--- src/rtl/decode_pkg.sv ---
// Shared decode definitions: opcodes, control enums, control bundle and decode helpers.
package decode_pkg;

  localparam int unsigned INST_W = 32;
  localparam int unsigned IDX_W  = 5;

  localparam logic [6:0] OP_LUI    = 7'b0110111;
  localparam logic [6:0] OP_AUIPC  = 7'b0010111;
  localparam logic [6:0] OP_JAL    = 7'b1101111;
  localparam logic [6:0] OP_JALR   = 7'b1100111;
  localparam logic [6:0] OP_BRANCH = 7'b1100011;
  localparam logic [6:0] OP_LOAD   = 7'b0000011;
  localparam logic [6:0] OP_STORE  = 7'b0100011;
  localparam logic [6:0] OP_IMM    = 7'b0010011;
  localparam logic [6:0] OP_REG    = 7'b0110011;

  typedef enum logic [3:0] {
    ALU_ADD    = 4'd0,
    ALU_SUB    = 4'd1,
    ALU_SLL    = 4'd2,
    ALU_SLT    = 4'd3,
    ALU_SLTU   = 4'd4,
    ALU_XOR    = 4'd5,
    ALU_SRL    = 4'd6,
    ALU_SRA    = 4'd7,
    ALU_OR     = 4'd8,
    ALU_AND    = 4'd9,
    ALU_PASS_B = 4'd10
  } alu_sel_e;

  typedef enum logic [2:0] {
    IMM_I = 3'd0,
    IMM_S = 3'd1,
    IMM_B = 3'd2,
    IMM_U = 3'd3,
    IMM_J = 3'd4
  } imm_sel_e;

  typedef enum logic [1:0] {
    WB_ALU    = 2'd0,
    WB_MEM    = 2'd1,
    WB_PC_INC = 2'd2
  } wb_sel_e;

  typedef struct packed {
    logic [2:0] load_store_mode;
    logic       reg_wr_en;
    logic       alu_src_1_sel;
    logic       alu_src_2_sel;
    logic       br_u;
    logic       mem_rw;
    logic       pc_sel;
    imm_sel_e   imm_sel;
    alu_sel_e   alu_sel;
    wb_sel_e    wb_sel;
    logic       illegal;
  } ctrl_t;

  // Formats that read rs1.
  function automatic logic uses_rs1(input logic [INST_W-1:0] inst);
    return (inst[6:0] == OP_REG)    || (inst[6:0] == OP_IMM)   ||
           (inst[6:0] == OP_LOAD)   || (inst[6:0] == OP_STORE) ||
           (inst[6:0] == OP_BRANCH) || (inst[6:0] == OP_JALR);
  endfunction

  // Formats that read rs2.
  function automatic logic uses_rs2(input logic [INST_W-1:0] inst);
    return (inst[6:0] == OP_REG) || (inst[6:0] == OP_STORE) ||
           (inst[6:0] == OP_BRANCH);
  endfunction

  // Formats that carry a destination register.
  function automatic logic uses_rd(input logic [INST_W-1:0] inst);
    return (inst[6:0] == OP_REG)  || (inst[6:0] == OP_IMM)  ||
           (inst[6:0] == OP_LOAD) || (inst[6:0] == OP_JAL)  ||
           (inst[6:0] == OP_JALR) || (inst[6:0] == OP_LUI)  ||
           (inst[6:0] == OP_AUIPC);
  endfunction

  // Register index beyond the implemented register file.
  function automatic logic idx_oob(input logic [IDX_W-1:0] idx, input int unsigned num_regs);
    return {1'b0, idx} >= 6'(num_regs);
  endfunction

  // ALU op from funct3; alt is inst[30], honoured for SUB only on register ops.
  function automatic alu_sel_e alu_op(input logic [2:0] f3, input logic alt, input logic is_reg);
    alu_sel_e op;
    op = ALU_ADD;
    case (f3)
      3'b000: op = (is_reg && alt) ? ALU_SUB : ALU_ADD;
      3'b001: op = ALU_SLL;
      3'b010: op = ALU_SLT;
      3'b011: op = ALU_SLTU;
      3'b100: op = ALU_XOR;
      3'b101: op = alt ? ALU_SRA : ALU_SRL;
      3'b110: op = ALU_OR;
      3'b111: op = ALU_AND;
      default: op = ALU_ADD;
    endcase
    return op;
  endfunction

  // 32-bit immediate assembly for the selected format, sign-extended.
  function automatic logic [31:0] gen_imm(input logic [INST_W-1:0] i, input imm_sel_e sel);
    logic [31:0] imm;
    imm = {{20{i[31]}}, i[31:20]};
    case (sel)
      IMM_S:   imm = {{20{i[31]}}, i[31:25], i[11:7]};
      IMM_B:   imm = {{19{i[31]}}, i[31], i[7], i[30:25], i[11:8], 1'b0};
      IMM_U:   imm = {i[31:12], 12'd0};
      IMM_J:   imm = {{11{i[31]}}, i[31], i[19:12], i[20], i[30:21], 1'b0};
      default: imm = {{20{i[31]}}, i[31:20]};
    endcase
    return imm;
  endfunction

  // Full control decode including illegal detection and its suppression of side effects.
  function automatic ctrl_t decode_ctrl(input logic [INST_W-1:0] inst, input int unsigned num_regs);
    ctrl_t c;
    logic  bad_idx;
    c = '0;
    case (inst[6:0])
      OP_LUI: begin
        c.reg_wr_en = 1'b1; c.alu_src_2_sel = 1'b1; c.imm_sel = IMM_U; c.alu_sel = ALU_PASS_B;
      end
      OP_AUIPC: begin
        c.reg_wr_en = 1'b1; c.alu_src_1_sel = 1'b1; c.alu_src_2_sel = 1'b1; c.imm_sel = IMM_U;
      end
      OP_JAL: begin
        c.reg_wr_en = 1'b1; c.alu_src_1_sel = 1'b1; c.alu_src_2_sel = 1'b1; c.pc_sel = 1'b1;
        c.imm_sel = IMM_J; c.wb_sel = WB_PC_INC;
      end
      OP_JALR: begin
        c.reg_wr_en = 1'b1; c.alu_src_2_sel = 1'b1; c.pc_sel = 1'b1; c.wb_sel = WB_PC_INC;
      end
      OP_BRANCH: begin
        c.pc_sel = 1'b1; c.br_u = inst[13]; c.imm_sel = IMM_B;
      end
      OP_LOAD: begin
        c.reg_wr_en = 1'b1; c.alu_src_2_sel = 1'b1; c.wb_sel = WB_MEM;
        c.load_store_mode = inst[14:12];
      end
      OP_STORE: begin
        c.mem_rw = 1'b1; c.alu_src_2_sel = 1'b1; c.imm_sel = IMM_S;
        c.load_store_mode = inst[14:12];
      end
      OP_IMM: begin
        c.reg_wr_en = 1'b1; c.alu_src_2_sel = 1'b1;
        c.alu_sel = alu_op(inst[14:12], inst[30], 1'b0);
      end
      OP_REG: begin
        c.reg_wr_en = 1'b1;
        c.alu_sel = alu_op(inst[14:12], inst[30], 1'b1);
      end
      default: c.illegal = 1'b1;
    endcase
    bad_idx = (uses_rs1(inst) && idx_oob(inst[19:15], num_regs)) ||
              (uses_rs2(inst) && idx_oob(inst[24:20], num_regs)) ||
              (uses_rd(inst)  && idx_oob(inst[11:7],  num_regs));
    if (bad_idx) c.illegal = 1'b1;
    if (c.illegal) begin
      c.reg_wr_en = 1'b0;
      c.mem_rw    = 1'b0;
      c.pc_sel    = 1'b0;
    end
    return c;
  endfunction

endpackage

--- src/rtl/decode_pipe_regfile_bypass.sv ---
// Architectural register file: two combinational read ports, one write port, optional write bypass.
module regfile_bypass #(
  parameter int unsigned XLEN      = 32,
  parameter int unsigned NUM_REGS  = 32,
  parameter int unsigned BYPASS_EN = 1
) (
  input  logic            clk,
  input  logic            reset,
  input  logic            wb_en,
  input  logic [4:0]      wb_rd,
  input  logic [XLEN-1:0] wb_data,
  input  logic [4:0]      rs1_idx,
  input  logic [4:0]      rs2_idx,
  output logic [XLEN-1:0] rs1_data,
  output logic [XLEN-1:0] rs2_data
);

  localparam int unsigned RA_W = $clog2(NUM_REGS);

  logic [XLEN-1:0] regs [NUM_REGS];
  logic            wr_ok;

  function automatic logic in_range(input logic [4:0] idx);
    return {1'b0, idx} < 6'(NUM_REGS);
  endfunction

  // x0 and unimplemented indices read zero; bypass only applies to writes that would land.
  function automatic logic [XLEN-1:0] read_port(input logic [4:0] idx);
    logic [XLEN-1:0] v;
    v = '0;
    if ((idx != 5'd0) && in_range(idx)) begin
      if ((BYPASS_EN != 0) && wb_en && (idx == wb_rd)) v = wb_data;
      else                                             v = regs[idx[RA_W-1:0]];
    end
    return v;
  endfunction

  assign wr_ok = wb_en && (wb_rd != 5'd0) && in_range(wb_rd);

  // Register storage with synchronous clear.
  always_ff @(posedge clk) begin
    if (!reset) begin
      for (int i = 0; i < int'(NUM_REGS); i++) regs[i] <= '0;
    end else if (wr_ok) begin
      regs[wb_rd[RA_W-1:0]] <= wb_data;
    end
  end

  // Combinational read ports.
  always_comb begin
    rs1_data = read_port(rs1_idx);
    rs2_data = read_port(rs2_idx);
  end

endmodule

--- src/rtl/decode_pipe.sv ---
// RV32I/RV32E decode stage with handshakes, load-use bubble, stall refresh and flush.
module decode_pipe
  import decode_pkg::*;
#(
  parameter int unsigned XLEN      = 32,
  parameter int unsigned NUM_REGS  = 32,
  parameter int unsigned BYPASS_EN = 1
) (
  input  logic            clk,
  input  logic            reset,
  input  logic            i_valid,
  output logic            o_ready,
  input  logic [31:0]     i_inst,
  input  logic [XLEN-1:0] i_pc,
  input  logic [XLEN-1:0] i_pc_inc,
  input  logic            i_wb_en,
  input  logic [4:0]      i_wb_rd,
  input  logic [XLEN-1:0] i_writeback,
  input  logic            i_flush,
  input  logic            i_ready,
  output logic            o_valid,
  output logic [31:0]     o_decode_inst,
  output logic [XLEN-1:0] o_decode_pc,
  output logic [XLEN-1:0] o_decode_pc_inc,
  output logic [4:0]      o_decode_rs1,
  output logic [4:0]      o_decode_rs2,
  output logic [4:0]      o_decode_rd,
  output logic [XLEN-1:0] o_decode_data_1,
  output logic [XLEN-1:0] o_decode_data_2,
  output logic [XLEN-1:0] o_decode_immediate,
  output logic [2:0]      o_decode_load_store_mode,
  output logic            o_decode_reg_wr_en,
  output logic            o_decode_alu_src_1_sel,
  output logic            o_decode_alu_src_2_sel,
  output logic            o_decode_br_u,
  output logic            o_decode_mem_rw,
  output logic            o_decode_pc_sel,
  output logic [2:0]      o_decode_imm_sel,
  output logic [3:0]      o_decode_alu_sel,
  output logic [1:0]      o_decode_wb_sel,
  output logic            o_decode_illegal
);

  typedef struct packed {
    logic            valid;
    logic [31:0]     inst;
    logic [XLEN-1:0] pc;
    logic [XLEN-1:0] pc_inc;
    logic [4:0]      rs1;
    logic [4:0]      rs2;
    logic [4:0]      rd;
    logic [XLEN-1:0] data_1;
    logic [XLEN-1:0] data_2;
    logic [XLEN-1:0] imm;
    ctrl_t           ctrl;
  } stage_t;

  stage_t          stage_q, stage_d;
  ctrl_t           dec_ctrl;
  logic [XLEN-1:0] rdata_1, rdata_2;
  logic            held_load, hazard, accept, take, refresh_1, refresh_2;

  regfile_bypass #(
    .XLEN      (XLEN),
    .NUM_REGS  (NUM_REGS),
    .BYPASS_EN (BYPASS_EN)
  ) u_regfile (
    .clk      (clk),
    .reset    (reset),
    .wb_en    (i_wb_en),
    .wb_rd    (i_wb_rd),
    .wb_data  (i_writeback),
    .rs1_idx  (i_inst[19:15]),
    .rs2_idx  (i_inst[24:20]),
    .rs1_data (rdata_1),
    .rs2_data (rdata_2)
  );

  // Handshake and load-use hazard against the held instruction.
  always_comb begin
    dec_ctrl  = decode_ctrl(i_inst, NUM_REGS);
    held_load = stage_q.valid && (stage_q.inst[6:0] == OP_LOAD) && (stage_q.rd != 5'd0);
    hazard    = held_load &&
                ((uses_rs1(i_inst) && (i_inst[19:15] == stage_q.rd)) ||
                 (uses_rs2(i_inst) && (i_inst[24:20] == stage_q.rd)));
    o_ready   = i_flush || ((!stage_q.valid || i_ready) && !hazard);
    accept    = i_valid && o_ready;
    take      = stage_q.valid && i_ready;
    refresh_1 = i_wb_en && (i_wb_rd != 5'd0) && (i_wb_rd == stage_q.rs1);
    refresh_2 = i_wb_en && (i_wb_rd != 5'd0) && (i_wb_rd == stage_q.rs2);
  end

  // Next value of the output register: flush, accept, drain/bubble, or hold with refresh.
  always_comb begin
    stage_d = stage_q;
    if (i_flush) begin
      stage_d.valid = 1'b0;
    end else if (accept) begin
      stage_d.valid  = 1'b1;
      stage_d.inst   = i_inst;
      stage_d.pc     = i_pc;
      stage_d.pc_inc = i_pc_inc;
      stage_d.rs1    = i_inst[19:15];
      stage_d.rs2    = i_inst[24:20];
      stage_d.rd     = i_inst[11:7];
      stage_d.data_1 = rdata_1;
      stage_d.data_2 = rdata_2;
      stage_d.imm    = XLEN'($signed(gen_imm(i_inst, dec_ctrl.imm_sel)));
      stage_d.ctrl   = dec_ctrl;
    end else if (take) begin
      stage_d.valid = 1'b0;
    end else if (stage_q.valid) begin
      if (refresh_1) stage_d.data_1 = i_writeback;
      if (refresh_2) stage_d.data_2 = i_writeback;
    end
  end

  // Output pipeline register.
  always_ff @(posedge clk) begin
    if (!reset) stage_q <= '0;
    else        stage_q <= stage_d;
  end

  assign o_valid                  = stage_q.valid;
  assign o_decode_inst            = stage_q.inst;
  assign o_decode_pc              = stage_q.pc;
  assign o_decode_pc_inc          = stage_q.pc_inc;
  assign o_decode_rs1             = stage_q.rs1;
  assign o_decode_rs2             = stage_q.rs2;
  assign o_decode_rd              = stage_q.rd;
  assign o_decode_data_1          = stage_q.data_1;
  assign o_decode_data_2          = stage_q.data_2;
  assign o_decode_immediate       = stage_q.imm;
  assign o_decode_load_store_mode = stage_q.ctrl.load_store_mode;
  assign o_decode_reg_wr_en       = stage_q.ctrl.reg_wr_en;
  assign o_decode_alu_src_1_sel   = stage_q.ctrl.alu_src_1_sel;
  assign o_decode_alu_src_2_sel   = stage_q.ctrl.alu_src_2_sel;
  assign o_decode_br_u            = stage_q.ctrl.br_u;
  assign o_decode_mem_rw          = stage_q.ctrl.mem_rw;
  assign o_decode_pc_sel          = stage_q.ctrl.pc_sel;
  assign o_decode_imm_sel         = stage_q.ctrl.imm_sel;
  assign o_decode_alu_sel         = stage_q.ctrl.alu_sel;
  assign o_decode_wb_sel          = stage_q.ctrl.wb_sel;
  assign o_decode_illegal         = stage_q.ctrl.illegal;

endmodule

--- config.mk ---
export PLATFORM = sky130hd
export DESIGN_NAME = decode_pipe
export DESIGN_NICKNAME = d
export VERILOG_FILES = /design/src/rtl/decode_pkg.sv /design/src/rtl/decode_pipe_regfile_bypass.sv /design/src/rtl/decode_pipe.sv
export SDC_FILE = /design/constraint.sdc
export NUM_CORES = 2
export LEC_CHECK = 0
export ABC_AREA = 1
export BUFFER_PORTS_ARGS = -buffer_cell sky130_fd_sc_hd__buf_2
export CAP_MARGIN = 10
export CORE_UTILIZATION = 45
export DETAILED_ROUTE_END_ITERATION = 10
export GPL_ROUTABILITY_DRIVEN = 0
export PLACE_DENSITY = 0.59
export SLEW_MARGIN = 20
export SYNTH_ARGS = -nofsm -noshare
export SYNTH_HDL_FRONTEND = slang
export SYNTH_SLANG_ARGS = --single-unit
--- constraint.sdc ---
create_clock -name clk -period 3.5 [get_ports clk]
set_input_delay 0.35 -clock clk [delete_from_list [all_inputs] [get_ports clk]]
set_output_delay 0.35 -clock clk [all_outputs]
set_load 0.05 [all_outputs]
# After elaboration in Yosys (flattened, before gate mapping)

Memory sizes are Yosys's and may differ from the RTL's.
Cells that the tools add are included.
Widths: inputs -> output; s select.

Multiplexer cells: 36
Reductions and logical operators: 47
Equality and inequality tests: 28
Bitwise logic cells: 2

Operators by type and width:

| operator           | number |
|---|---|
| $mux 32            | 7 |
| $mux 64            | 3 |
| $pmux 31 s4        | 1 |
| $pmux 4 s8         | 2 |
| $reduce_or 32->1   | 1 |
| $eq 5x5->1         | 6 |
| $eq 7x6->1 const B | 3 |
| $eq 7x7->1 const B | 3 |
| $reduce_bool 5->1  | 4 |
| $mux 1             | 17 |
| $eq 3x3->1 const B | 5 |
| $eq 7x2->1 const B | 2 |
| $eq 7x5->1 const B | 2 |
| $reduce_or 7->1    | 2 |
| $logic_and 1x1->1  | 13 |
| $eq 3x2->1 const B | 4 |
| $pmux 3 s4         | 1 |
| $pmux 4 s3         | 1 |
| $logic_or 1x1->1   | 10 |
| $reduce_or 2->1    | 5 |
| $reduce_or 9->1    | 1 |
| $reduce_and 4->1   | 2 |
| $reduce_bool 2->1  | 4 |
| $eq 3x1->1 const B | 2 |
| other kinds (10)   | 12 |

RAM bits: 1024
Bits in registers: 227
Memories kept: 1
Word-level logic and storage cells: 135
Input bits: 139

Memories:

| memory         | depth | width | rd ports | clocked after memory_dff | write ports | line                             | text |
|---|---|---|---|---|---|---|---|
| u_regfile.regs | 32    | 32    | 2        | 0                        | 32          | decode_pipe_regfile_bypass.sv:20 | `logic [XLEN-1:0] regs [NUM_REGS];` |

# Depth between registers and ports, before layout

Word-level depth: 15
Depth in mapped cells: 18
Gate-level depth less buffers: 15

# Cells and area by module

A second synthesis with hierarchy kept.

Cells, all modules: 8909
Area total of the unflattened synthesis: 67876.3 µm²

Modules (own cells, without submodules):

| module         | instances | cells each | area an instance (µm²) |
|---|---|---|---|
| regfile_bypass | 1         | 7392       | 57943.1 |
| decode_pipe    | 1         | 1517       | 9933.3 |

# Least setup slack after synthesis

Ideal clock, no wire load.

Path type: input port to flip-flop
Start point: input port i_wb_rd[2]
End point: memory u_regfile.regs[13][0] (enable)
Arrival: 2.101 ns
Stages on the path: 10
Slack: 0.921 ns
Path buffers: 2
Path through: buf_2 > nor3_1 > nand2_1 > nand2_1 > nor2_1 > nand3_1 > inv_1 > nand2_1 > buf_2 > nand2_1

RTL lines:

| item               | line                             | text |
|---|---|---|
| start: declaration | decode_pipe.sv:17                | `input logic [4:0] i_wb_rd,` |
| end: declaration   | decode_pipe_regfile_bypass.sv:20 |  |

==> metrics.log <==
INFO  metric synth_area_per_cell = 7.63 um2
INFO  metric final.min_clock_period = 3340 ps
INFO  metric layout.filler_cells = 14,302
INFO  metric die-area = 153,000 um2
INFO  metric grt_first_pass_wirelength = 421,000 um
INFO  metric final_util = 0.519
INFO  metric vias = 66,074
INFO  metric post_route_hold_slack = 24.9 ps
INFO  metric drt.antenna.violating_nets = 0
INFO  metric highest_layer = met5
INFO  metric synth_area = 68,100 um2
INFO  metric numCtsBuffers = 143
INFO  metric area.growth.synth_to_final = 14.4%
INFO  metric post_dp_cell_area = 72,500 um2
INFO  metric critical_path.max_stage_delay = 690 ps
INFO  metric core_area = 150,000 um2
INFO  metric max_freq = 299 MHz
INFO  metric peakVddDrop = 393 uV
INFO  metric synthTopCellsByArea = edfxtp_1 45%, nand2_1 14%, nor2_1 8.7%
INFO  metric port_buffers = 366
INFO  metric result_of_the_run = completed
INFO  metric drt_drc_violations_left = 0
INFO  metric power.static_leakage = 34.5 nW
INFO  metric vias_in_the_first_global_route = 60,682
INFO  metric worst_min_delay_path_category = in -> reg
INFO  metric reg2reg_from = o_decode_inst[9]
INFO  metric mostFrequentLayoutCell = nand2_1
INFO  metric setup_violation_total_in_the_final_timing_report = 0
INFO  metric cts.reportedPaths.clkPinSlew = 60 ps
INFO  metric register_area_share_after_synthesis = 0.513
INFO  metric period_utilization_post_route = 0.954
INFO  metric detail_route.wirelength.met1 = 106,000 um
INFO  metric clock_sink_count = 1,235
INFO  metric multi_input_comb_area = 26,800 um2
INFO  metric cp-startpoint = o_decode_inst[9]
INFO  metric synthArstFlopShare = 0
INFO  metric endpoint_kind = primary output
INFO  metric insertion_delay = 820 ps
INFO  metric yosysWarningCount = 0
INFO  metric clock_tree.htree_level_count = 4
INFO  metric hold_start = i_writeback[28]
INFO  metric clockRootBuffer = clkbuf_16
INFO  metric timing.critical_path.cells = nand2_1 -> nand2_1 -> nor2_1 -> nand4_1 -> nand2_1 -> a21boi_1 -> buf_2
INFO  metric critical_path_buffer_and_inverter_count = 1
INFO  metric number_of_vias_per_cell_after_detailed_routing = 5.86
INFO  metric power_density_relative_to_cell_area = 486 nW/um2
INFO  metric placement_rows = 142
INFO  metric worst_path_most_repeated_cell = nand2_1
INFO  metric tritoncts = yes
INFO  metric routed_wl = 298,000 um
INFO  metric finalMaxSlewViolations = 0
INFO  metric fp.dieH = 391 um
INFO  metric met2_routed_wl = 128,000 um
INFO  metric skew = 43.7 ps
INFO  metric most-common-layout-cells = 2,515 x nand2_1, 1,577 x nor2_1, 1,024 x edfxtp_1
INFO  metric critical_path.startpoint_type = flip-flop
INFO  metric post_synth_edffs = 1,024
INFO  metric timing.critical_path.arrival = 2990 ps
INFO  metric first_pass_iters = 8
INFO  metric totalNegativeSetupSlack = 0 ps
INFO  metric postLayoutCellArea = 77,900 um2
INFO  metric floorplan.io_pins = 367
INFO  metric synth_largest_type_area_fraction = 0.451
INFO  metric initial_utilization = 0.454
INFO  metric final_hold_viol_count = 0
INFO  metric criticalPathCategory = reg -> out
INFO  metric timing.critical_path.fanout_max = 6
INFO  metric synth-seq-cells = 1,235
INFO  metric grt_max_degree = 167
INFO  metric worst-slew-pin-transition = 1240 ps
INFO  metric drive_gt1_frac = 0.0976
INFO  metric final_nets = 9,271
INFO  metric dp.final_hpwl = 186,000 um
INFO  metric synthesis.instances = 8,930
INFO  metric cap_viol_max_count = 0
INFO  metric critPathSlowestCell = dfxtp_1
INFO  metric floorplan.die.width = 391 um
INFO  metric grt_setup_unrepaired = no
INFO  metric slew_headroom = 0.173
INFO  metric globalRoute.totalOverflow = 0
INFO  metric clock_tree.buffer_depth = 3
INFO  metric synth.largest_area_cell = edfxtp_1
INFO  metric yosys.cell_types.count = 35
INFO  metric postSynth.topFlopCell = edfxtp_1
INFO  metric initial_antenna_violation_count = 12
INFO  metric met3WireLength = 35,700 um
INFO  metric seq_area = 35,000 um2
INFO  metric largest_delay_contributor_family_on_the_critical_path = flip-flops
INFO  metric worst_ep_required_time = 3150 ps
INFO  metric post_dr_wirelength_cell = 26.5 um
INFO  metric detailedRoute.firstIterationViolations = 9,399
INFO  metric grt_util_all_layers = 0.381
==> cell families (layout without fill, tap and decap cells) <==
family	Yosys count	after routing	share of synthesized area
AO/OA/AOI/OAI	1108	1108	0.0944
XOR/XNOR	11	11	0.00141
buffers and inverters	1568	1853	0.0953
flip-flops	1235	1235	0.513
other	1	37	0.0000550
AND/OR/NAND/NOR	5007	5007	0.296
==> sequential cells by signal, indices dropped and copies added (netlist names), 2 cells and up <==
signal / cells
o_decode_imm_sel: 3
o_decode_data_1: 32
u_regfile.regs: 1024
o_decode_pc: 32
o_decode_immediate: 31
o_decode_pc_inc: 32
o_decode_wb_sel: 2
o_decode_alu_sel: 4
o_decode_load_store_mode: 3
o_decode_data_2: 32
o_decode_inst: 32
==> path summary, 6_finish.rpt <==
check                             end  slack (ps)  cells after the start
setup / recovery              o_ready         160                      7
hold / removal    o_decode_data_1[28]          20                      5
setup reg to reg      o_decode_pc_sel         410                     11
hold reg to reg       o_decode_pc[16]         460                      2
==> layout make-up <==
type | count | area share
diodes | 5 | 0.000161
clock buffers | 197 | 0.0512
clock inverters | 62 | 0.00612
inverters | 829 | 0.0403
multi-input cells | 6158 | 0.345
flip-flops and latches | 1235 | 0.449
well taps | 2016 | 0.0324
repair buffers | 765 | 0.0764
==> worst min-delay path, delay by kind of cell <==
kind / cells / cell delay, ps
AND/OR/NAND/NOR: 4 / 280
buffers and inverters: 1 / 150
==> where the power goes <==
group	internal [mW]	switching (mW)	leakage [nW]
Combinational	1.53	4.56	20.8
Sequential	16.7	0.380	11.5
Clock	8.30	6.41	2.20
Total	26.5	11.3	34.5
==> Yosys cell counts (4+ instances only) <==
library cell	instances
nand3b_1	66
xor2_1	7
buf_1	70
buf_6	9
o211ai_1	340
buf_2	313
clkbuf_1	308
nand2_1	2529
buf_4	39
edfxtp_1	1024
nor2_1	1579
o21ai_0	277
nand3_1	802
inv_2	9
nor3_1	14
dfxtp_1	211
a31oi_1	7
a21oi_1	469
o22ai_1	7
nand4_1	10
a21boi_0	5
xnor2_1	4
inv_1	819
==> repair_timing <==
item | in CTS | in global routing
buffers inserted | 0 | 0
setup endpoints to repair | 1 | 0
hold endpoints to repair | 102 | 0
gates resized for setup | 1 | 0
hold buffers | 95 | 0
==> through the flow <==
| step | cells | setup WS, ps | power [mW] |
|---|---|---|---|
| finish | 11267 | 161 | 37.9 |
| global route | 11264 | 207 | 38.8 |
| CTS | 11262 | 172 | 37.6 |
| detailed placement | 10908 | 287 | 23.1 |
| global placement | 10908 | 251 | 23.0 |
| floorplan | 8961 | 921 | 20.7 |
==> per-layer routing <==
layer  vias to the layer above  GRT usage
li1                      29248          -
met1                     31203      0.462
met2                      4539      0.569
met3                      1066     0.0978
met4                        18      0.316
met5                         -          0
Note: power is estimated with default switching activity, not from simulation.
